### src/rtl/multi_alarm_pkg.sv
// Shared definitions for the multi-alarm controller.
//   HHMM_W              width of a BCD {H1,H0,M1,M0} time word
//   ST_IDLE..ST_SNOOZE  encodings of the alarm_state output
//   alarm_state_e       FSM state type built on those encodings
//   bcd_digit_ok()      single BCD digit validity
//   hhmm_ok()           full 24h HH:MM BCD validity
package multi_alarm_pkg;

    localparam int unsigned HHMM_W = 16;

    localparam logic [2:0] ST_IDLE    = 3'd0;
    localparam logic [2:0] ST_RINGING = 3'd1;
    localparam logic [2:0] ST_GAME    = 3'd2;
    localparam logic [2:0] ST_OFF     = 3'd3;
    localparam logic [2:0] ST_SNOOZE  = 3'd4;

    typedef enum logic [2:0] {
        StIdle    = ST_IDLE,
        StRinging = ST_RINGING,
        StGame    = ST_GAME,
        StOff     = ST_OFF,
        StSnooze  = ST_SNOOZE
    } alarm_state_e;

    function automatic logic bcd_digit_ok(input logic [3:0] d);
        return d <= 4'd9;
    endfunction

    function automatic logic hhmm_ok(input logic [HHMM_W-1:0] t);
        logic digits_ok;
        logic hour_ok;
        digits_ok = bcd_digit_ok(t[15:12]) && bcd_digit_ok(t[11:8]) &&
                    bcd_digit_ok(t[7:4]) && bcd_digit_ok(t[3:0]);
        hour_ok   = (t[15:12] < 4'd2) || ((t[15:12] == 4'd2) && (t[11:8] <= 4'd3));
        return digits_ok && hour_ok && (t[7:4] <= 4'd5);
    endfunction

endpackage

### src/rtl/bcd_time_add.sv
// Combinational BCD HH:MM + minutes with 24h wrap (23:5x + n rolls into 00:0y).
//   time_in   BCD {H1,H0,M1,M0}, assumed valid
//   add_min   minutes to add, binary 0..59
//   time_out  BCD result
module bcd_time_add
    import multi_alarm_pkg::*;
(
    input  logic [HHMM_W-1:0] time_in,
    input  logic [5:0]        add_min,
    output logic [HHMM_W-1:0] time_out
);

    logic [6:0] min_sum;
    logic [4:0] hr_sum;
    logic       carry;

    always_comb begin
        min_sum = 7'(time_in[7:4]) * 7'd10 + 7'(time_in[3:0]) + 7'(add_min);
        carry   = min_sum >= 7'd60;
        if (carry) begin
            min_sum = min_sum - 7'd60;
        end
        hr_sum = 5'(time_in[15:12]) * 5'd10 + 5'(time_in[11:8]) + 5'(carry);
        if (hr_sum >= 5'd24) begin
            hr_sum = 5'd0;
        end
        time_out = {4'(hr_sum / 5'd10), 4'(hr_sum % 5'd10),
                    4'(min_sum / 7'd10), 4'(min_sum % 7'd10)};
    end

endmodule

### src/rtl/multi_alarm_ctrl.sv
// Multi-channel BCD HH:MM alarm controller. Each armed channel fires once when the current
// time changes onto its alarm time; fired channels queue in a pending mask and are served
// lowest index first through RINGING -> GAME -> OFF.
// Optional feature: define MULTI_ALARM_SNOOZE_EN to compile in the SNOOZE state.
// Ports:
//   clk, resetn          clock, asynchronous active-low reset
//   enable               0 forces IDLE and drops pending rings
//   current              current BCD time
//   wr_en/wr_idx/wr_time/wr_arm   alarm table write port
//   push_m, push_s, game_done     user / mini-game pulses
//   wr_err               pulse: rejected write
//   game_start, missed   pulses on GAME entry / ring timeout
//   ring, ring_idx       ringing indication and served channel
//   alarm_state          FSM state encoding
module multi_alarm_ctrl
    import multi_alarm_pkg::*;
#(
    parameter int unsigned NUM_ALARMS   = 4,
    parameter int unsigned IDX_W        = 2,
    parameter int unsigned RING_TIMEOUT = 6000,
    parameter int unsigned SNOOZE_MIN   = 5,
    parameter int unsigned MAX_SNOOZE   = 3
) (
    input  logic               clk,
    input  logic               resetn,
    input  logic               enable,
    input  logic [HHMM_W-1:0]  current,
    input  logic               wr_en,
    input  logic [IDX_W-1:0]   wr_idx,
    input  logic [HHMM_W-1:0]  wr_time,
    input  logic               wr_arm,
    input  logic               push_m,
    input  logic               push_s,
    input  logic               game_done,
    output logic               wr_err,
    output logic               game_start,
    output logic               ring,
    output logic [IDX_W-1:0]   ring_idx,
    output logic               missed,
    output logic [2:0]         alarm_state
);

    localparam int unsigned CNT_W = $clog2(RING_TIMEOUT + 1);

    alarm_state_e            state_q, state_d;
    logic [HHMM_W-1:0]       alarm_q [NUM_ALARMS];
    logic [NUM_ALARMS-1:0]   armed_q, pending_q, pending_d, trig;
    logic [HHMM_W-1:0]       prev_q;
    logic [IDX_W-1:0]        idx_q, idx_d;
    logic [CNT_W-1:0]        cnt_q, cnt_d;
    logic                    game_start_q, game_start_d, missed_q, missed_d, wr_err_q;
    logic                    cur_changed, wr_ok, found;

    assign cur_changed = current != prev_q;
    assign wr_ok       = hhmm_ok(wr_time) && (32'(wr_idx) < NUM_ALARMS);

`ifdef MULTI_ALARM_SNOOZE_EN
    localparam int unsigned SNZ_W = $clog2(MAX_SNOOZE + 1);
    logic [SNZ_W-1:0]  snz_cnt_q, snz_cnt_d;
    logic [HHMM_W-1:0] target_q, target_d, snooze_time;

    bcd_time_add u_snooze_add (
        .time_in  (current),
        .add_min  (6'(SNOOZE_MIN)),
        .time_out (snooze_time)
    );
`else
    logic unused_snooze;
    assign unused_snooze = push_s ^ (SNOOZE_MIN == 0) ^ (MAX_SNOOZE == 0);
`endif

    // Alarm table, write error pulse and previous-time register run regardless of enable.
    always_ff @(posedge clk or negedge resetn) begin
        if (!resetn) begin
            for (int i = 0; i < NUM_ALARMS; i++) begin
                alarm_q[i] <= '0;
            end
            armed_q  <= '0;
            prev_q   <= '0;
            wr_err_q <= 1'b0;
        end else begin
            prev_q   <= current;
            wr_err_q <= wr_en && !hhmm_ok(wr_time);
            if (wr_en && wr_ok) begin
                alarm_q[wr_idx] <= wr_time;
                armed_q[wr_idx] <= wr_arm;
            end
        end
    end

    // Edge-qualified match so a time held on an alarm value fires only once.
    always_comb begin
        for (int i = 0; i < NUM_ALARMS; i++) begin
            trig[i] = cur_changed && armed_q[i] && (current == alarm_q[i]);
        end
    end

    always_comb begin
        state_d      = state_q;
        idx_d        = idx_q;
        cnt_d        = cnt_q;
        pending_d    = pending_q | trig;
        game_start_d = 1'b0;
        missed_d     = 1'b0;
        found        = 1'b0;
`ifdef MULTI_ALARM_SNOOZE_EN
        snz_cnt_d    = snz_cnt_q;
        target_d     = target_q;
`endif
        if (!enable) begin
            state_d   = StIdle;
            pending_d = '0;
        end else begin
            case (state_q)
                StIdle: begin
                    // Include this cycle's triggers so service starts one cycle after the match.
                    for (int i = 0; i < NUM_ALARMS; i++) begin
                        if (!found && pending_d[i]) begin
                            found        = 1'b1;
                            idx_d        = IDX_W'(i);
                            pending_d[i] = 1'b0;
                        end
                    end
                    if (found) begin
                        state_d = StRinging;
                        cnt_d   = '0;
`ifdef MULTI_ALARM_SNOOZE_EN
                        snz_cnt_d = '0;
`endif
                    end
                end
                StRinging: begin
                    if (push_m) begin
                        state_d      = StGame;
                        game_start_d = 1'b1;
`ifdef MULTI_ALARM_SNOOZE_EN
                    end else if (push_s && (snz_cnt_q < SNZ_W'(MAX_SNOOZE))) begin
                        state_d  = StSnooze;
                        target_d = snooze_time;
`endif
                    end else if (cnt_q == CNT_W'(RING_TIMEOUT - 1)) begin
                        state_d  = StOff;
                        missed_d = 1'b1;
                    end else begin
                        cnt_d = cnt_q + 1'b1;
                    end
                end
                StGame: begin
                    if (game_done) begin
                        state_d = StOff;
                    end
                end
                StOff: begin
                    state_d = StIdle;
                end
`ifdef MULTI_ALARM_SNOOZE_EN
                StSnooze: begin
                    if (push_m) begin
                        state_d = StOff;
                    end else if (cur_changed && (current == target_q)) begin
                        state_d   = StRinging;
                        cnt_d     = '0;
                        snz_cnt_d = snz_cnt_q + 1'b1;
                    end
                end
`endif
                default: begin
                    state_d = StIdle;
                end
            endcase
        end
    end

    always_ff @(posedge clk or negedge resetn) begin
        if (!resetn) begin
            state_q      <= StIdle;
            idx_q        <= '0;
            cnt_q        <= '0;
            pending_q    <= '0;
            game_start_q <= 1'b0;
            missed_q     <= 1'b0;
`ifdef MULTI_ALARM_SNOOZE_EN
            snz_cnt_q    <= '0;
            target_q     <= '0;
`endif
        end else begin
            state_q      <= state_d;
            idx_q        <= idx_d;
            cnt_q        <= cnt_d;
            pending_q    <= pending_d;
            game_start_q <= game_start_d;
            missed_q     <= missed_d;
`ifdef MULTI_ALARM_SNOOZE_EN
            snz_cnt_q    <= snz_cnt_d;
            target_q     <= target_d;
`endif
        end
    end

    assign ring        = (state_q == StRinging) || (state_q == StGame);
    assign ring_idx    = idx_q;
    assign alarm_state = state_q;
    assign game_start  = game_start_q;
    assign missed      = missed_q;
    assign wr_err      = wr_err_q;

endmodule

### config.mk
export PLATFORM = sky130hd
export DESIGN_NAME = multi_alarm_ctrl
export DESIGN_NICKNAME = d
export VERILOG_FILES = /design/src/rtl/multi_alarm_pkg.sv /design/src/rtl/bcd_time_add.sv /design/src/rtl/multi_alarm_ctrl.sv
export SDC_FILE = /design/constraint.sdc
export NUM_CORES = 1
export LEC_CHECK = 0
export CAP_MARGIN = 10
export CORE_ASPECT_RATIO = 1.25
export CORE_UTILIZATION = 56
export CTS_CLUSTER_SIZE = 20
export DETAILED_ROUTE_END_ITERATION = 12
export PLACE_DENSITY = 0.78
export SLEW_MARGIN = 25
export SYNTH_ARGS = -nofsm -noshare
export SYNTH_HDL_FRONTEND = slang
export SYNTH_HIERARCHICAL = 1
export SYNTH_SLANG_ARGS = --single-unit
### constraint.sdc
create_clock -name clk -period 3.4 [get_ports clk]
set_clock_uncertainty 0.1 [all_clocks]
set_input_delay 0.85 -clock clk [delete_from_list [all_inputs] [get_ports clk]]
set_output_delay 0.85 -clock clk [all_outputs]
set_load 0.01 [all_outputs]
==> run_summary.xml, run 1 <==
<?xml version="1.0" encoding="UTF-8"?>
<metrics>
  <group name="timing">
    <metric name="max_slew.worst_pin.slew" unit="ns">0.728</metric>
    <metric name="setup_total_negative_slack" unit="ns">0</metric>
    <metric name="unrepaired_setup_endpoints_after_global_routing" unit="">no</metric>
    <metric name="hold_viol" unit="">0</metric>
    <metric name="period_minus_slack" unit="ns">3.27</metric>
    <metric name="finalSetupViolCount" unit="">0</metric>
    <metric name="min_period_over_period" unit="">0.961</metric>
    <metric name="postLayoutSetupSlackWorst" unit="ns">0.133</metric>
    <metric name="fmax" unit="MHz">306</metric>
    <metric name="max_slew_margin" unit="">0.514</metric>
    <metric name="drv_slew" unit="">0</metric>
  </group>
  <group name="pwr">
    <metric name="power_density" unit="mW/mm2">440</metric>
    <metric name="leakagePower" unit="nW">3.02</metric>
    <metric name="peakVddDrop" unit="mV">0.263</metric>
  </group>
  <group name="yosys">
    <metric name="synth.largest_area_cell" unit="">dfrtp_1</metric>
    <metric name="ys_async_sr_fraction" unit="">1.00</metric>
    <metric name="ys.flop_type" unit="">dfrtp_1</metric>
    <metric name="synth-edff-count" unit="">0</metric>
    <metric name="ys_warn_count" unit="">6</metric>
    <metric name="synth_fa_ha_area_frac" unit="">0.0120</metric>
    <metric name="synth.area.mux_share" unit="">0.127</metric>
    <metric name="post_synth_instance_area" unit="mm2">0.00523</metric>
    <metric name="largest_family_of_logic_cells_by_synthesized_area" unit="">XOR/XNOR gates</metric>
    <metric name="share_of_the_synthesized_netlist_area_taken_by_xor_and_xnor_gates" unit="">0.134</metric>
    <metric name="synth_compound_gate_area_share" unit="">0.0689</metric>
    <metric name="synth.top_cell.area_share" unit="">0.517</metric>
    <metric name="postSynthRegisterBits" unit="">108</metric>
    <metric name="area_share_of_and_or_nand_nor_cells_after_synthesis" unit="">0.109</metric>
    <metric name="yosys_cell_types" unit="">46</metric>
    <metric name="postSynthNetCount" unit="">476</metric>
    <metric name="yosysMostFrequentCell" unit="">dfrtp_1</metric>
    <metric name="ys_seq_area_frac" unit="">0.517</metric>
    <metric name="synth.area.top_cells" unit="">dfrtp_1, mux2_2, xnor2_1</metric>
    <metric name="postSynthCellCount" unit="">429</metric>
    <metric name="syn-mean-instance-area" unit="um2">12.2</metric>
    <metric name="synth_commonest_cells" unit="">dfrtp_1, mux2_2, xnor2_1, xor2_1</metric>
  </group>
  <group name="floorplan">
    <metric name="die_area" unit="mm2">0.00973</metric>
    <metric name="rows" unit="">39</metric>
    <metric name="initial_utilization" unit="">0.573</metric>
    <metric name="design.portCount" unit="">51</metric>
    <metric name="core_area" unit="mm2">0.00913</metric>
    <metric name="die_w" unit="um">88.4</metric>
    <metric name="dieHeight" unit="um">110</metric>
  </group>
  <group name="final_layout">
    <metric name="drive_above_1_share" unit="">0.246</metric>
    <metric name="syn_to_final_growth" unit="%">22.8</metric>
    <metric name="finalNonFillerCells" unit="">635</metric>
    <metric name="final_net_count" unit="">554</metric>
    <metric name="antenna_cells_inserted" unit="">0</metric>
    <metric name="final_area" unit="mm2">0.00642</metric>
  </group>
  <group name="worst_setup_path">
    <metric name="worstPathBufferInverterCount" unit="">2</metric>
    <metric name="cp-end-kind" unit="">flop</metric>
    <metric name="critical_path.slowest_cell" unit="">clkdlybuf4s50_1</metric>
    <metric name="timing.critical_path.required" unit="ns">3.54</metric>
    <metric name="startpoint_type" unit="">input port</metric>
    <metric name="cp_cell_sequence" unit="">clkdlybuf4s50_1, xor2_1, nor4_2, buf_4, nand4_2, a41o_1, o41ai_4, mux2_1, a31o_1</metric>
    <metric name="arrival" unit="ns">3.40</metric>
    <metric name="setup.reg_to_reg.worst_slack" unit="ns">0.69</metric>
    <metric name="critPathMaxStageDelay" unit="ns">0.44</metric>
    <metric name="worst_path_dominant_cell_family" unit="">compound AO/OA/AOI/OAI gates</metric>
    <metric name="crit_path_max_fanout" unit="">8</metric>
    <metric name="timing.setup.critical_path_class" unit="">in -&gt; reg</metric>
  </group>
  <group name="placed_design">
    <metric name="pre_cts_slack" unit="ns">-0.249</metric>
    <metric name="dpl.cell_count" unit="">619</metric>
    <metric name="place.gp.congestion" unit="">0.788</metric>
    <metric name="postPlaceCellArea" unit="mm2">0.00610</metric>
    <metric name="port-buffer-count" unit="">48</metric>
    <metric name="detailedPlacementHpwl" unit="um">8630</metric>
  </group>
  <group name="global_routing">
    <metric name="grt_pass1_wl" unit="um">19000</metric>
    <metric name="global_route.usage.total" unit="">0.270</metric>
    <metric name="grt_overflow" unit="">0</metric>
    <metric name="first_global_vias" unit="">3774</metric>
    <metric name="grt_max_degree" unit="">56</metric>
    <metric name="grt_antenna_before_repair" unit="">0</metric>
  </group>
  <group name="clock_network">
    <metric name="clock-root-buffer" unit="">clkbuf_16</metric>
    <metric name="cts_post_setup_buffers_inserted" unit="">0</metric>
    <metric name="worstSkewPairLatency" unit="ns">0.35</metric>
    <metric name="path_clk_slew" unit="ns">0.07</metric>
    <metric name="numCtsBuffers" unit="">9</metric>
    <metric name="post_cts_resize_count" unit="">0</metric>
    <metric name="tritoncts_clock_tree" unit="">yes</metric>
    <metric name="clock_tree.htree_level_count" unit="">3</metric>
    <metric name="cts_sinks" unit="">108</metric>
    <metric name="clock_tree.buffer_depth" unit="">2</metric>
    <metric name="post_cts_hold_buffer_count" unit="">0</metric>
  </group>
  <group name="hold_path">
    <metric name="hold_path_class" unit="">reg -&gt; reg</metric>
  </group>
  <group name="drt">
    <metric name="drc_errors" unit="">0</metric>
    <metric name="drt-pass1-iter-count" unit="">4</metric>
    <metric name="avgRoutedWirePerCell" unit="um">18.7</metric>
    <metric name="ant_nets" unit="">0</metric>
    <metric name="routed_via_density" unit="">5.61</metric>
    <metric name="num_vias" unit="">3560</metric>
    <metric name="finalWirelength" unit="um">11800</metric>
    <metric name="dr.first_iter.drc_count" unit="">169</metric>
  </group>
  <group name="status">
    <metric name="status" unit="">complete, no violations</metric>
  </group>
  <group name="job">
    <metric name="maxCapViolCount" unit="">0</metric>
  </group>
</metrics>
-- final timing paths --
kind / from / end / depth (start not counted)
min: armed_q[1] / armed_q[1] / 1
max: current[9] / cnt_q[12] / 9
min in group asynchronous: resetn / alarm_q[9] / 1
max in group asynchronous: resetn / alarm_q[31] / 2
min reg2reg: armed_q[1] / armed_q[1] / 1
max reg2reg: prev_q[9] / cnt_q[12] / 8
-- power breakdown --
part	switching (mW)	internal (mW)
Combinational	0.149	0.168
Sequential	0.0381	1.34
Clock	0.461	0.665
Total	0.648	2.18
-- logic make-up after synthesis --
| logic type | after synthesis |
|---|---|
| XOR/XNOR | 80 |
| adder cells (fa/ha/maj) | 5 |
| AO/OA/AOI/OAI | 49 |
| multiplexers | 59 |
| AND/OR/NAND/NOR | 96 |
| buffers and inverters | 31 |
| flip-flops | 108 |
| other | 1 |
-- flip-flops by register name, indices dropped and copies added, names as in the netlist --
register	count
alarm_q	64
alarm_state	2
armed_q	4
cnt_q	13
game_start	1
missed	1
pending_q	4
prev_q	16
ring_idx	2
wr_err	1
-- worst reg2reg max path, delay by kind of cell (launching register included) --
family / cells / cell delay, ns
buffers and inverters: 1 / 0.16
flip-flops: 1 / 0.38
AO/OA/AOI/OAI: 3 / 0.92
AND/OR/NAND/NOR: 2 / 0.51
XOR/XNOR: 1 / 0.17
multiplexers: 1 / 0.35
-- final cells by class --
class,instances,area (um2)
clock buffer,10,239
clock inverter,6,86.3
fill,658,2700
inverter,6,22.5
multi-input combinational,290,2360
sequential,108,2700
tap,123,154
timing repair buffer,92,858
-- placed cells by master, fill, tap and decap left out, types with 3 or more instances in the layout --
cell type and count:
ha_1 5, and3_1 12, o21ai_0 7, clkdlybuf4s50_1 47
a31oi_1 7, nor4_2 5, nand2b_1 3, xor2_1 37
dfrtp_1 108, xnor2_1 43, nor2b_1 8, nand3_1 6
nor2_1 13, o31ai_1 6, and2_1 6, clkbuf_16 9
nand2_1 15, o21ai_1 10, inv_1 6, buf_4 41
nand4_1 10, a41oi_1 4, a41o_1 4, nor3_1 7
nor4_1 4, mux2_2 56, buf_12 4
-- metrics by stage --
stage | hold WS [ns] | total power, mW | utilization
2_1_floorplan | 0.358 | 1.56 | -
3_3_place_gp | 0.374 | 1.71 | 0.668
3_5_place_dp | 0.387 | 1.72 | 0.668
4_1_cts | 0.403 | 2.85 | 0.704
5_1_grt | 0.413 | 2.92 | 0.704
6_report | 0.404 | 2.83 | 0.704
-- per-layer routing --
| metal | up-vias | GRT usage | routed length, um |
|---|---|---|---|
| met5 | - | 0 | 0 |
| met4 | 0 | 0.132 | 399 |
| met3 | 27 | 0.0410 | 382 |
| met2 | 75 | 0.480 | 6270 |
| met1 | 1798 | 0.315 | 4790 |
| li1 | 1660 | - | - |
Power figures use the tool's default switching activity.
==> run 2: changes to the inputs <==
Settings changed: CTS_CLUSTER_SIZE 20 to 10, SLEW_MARGIN 25 to not set.
==> results of run 2 <==
The final DEF is identical to that of run 1; final timing and power are the same.
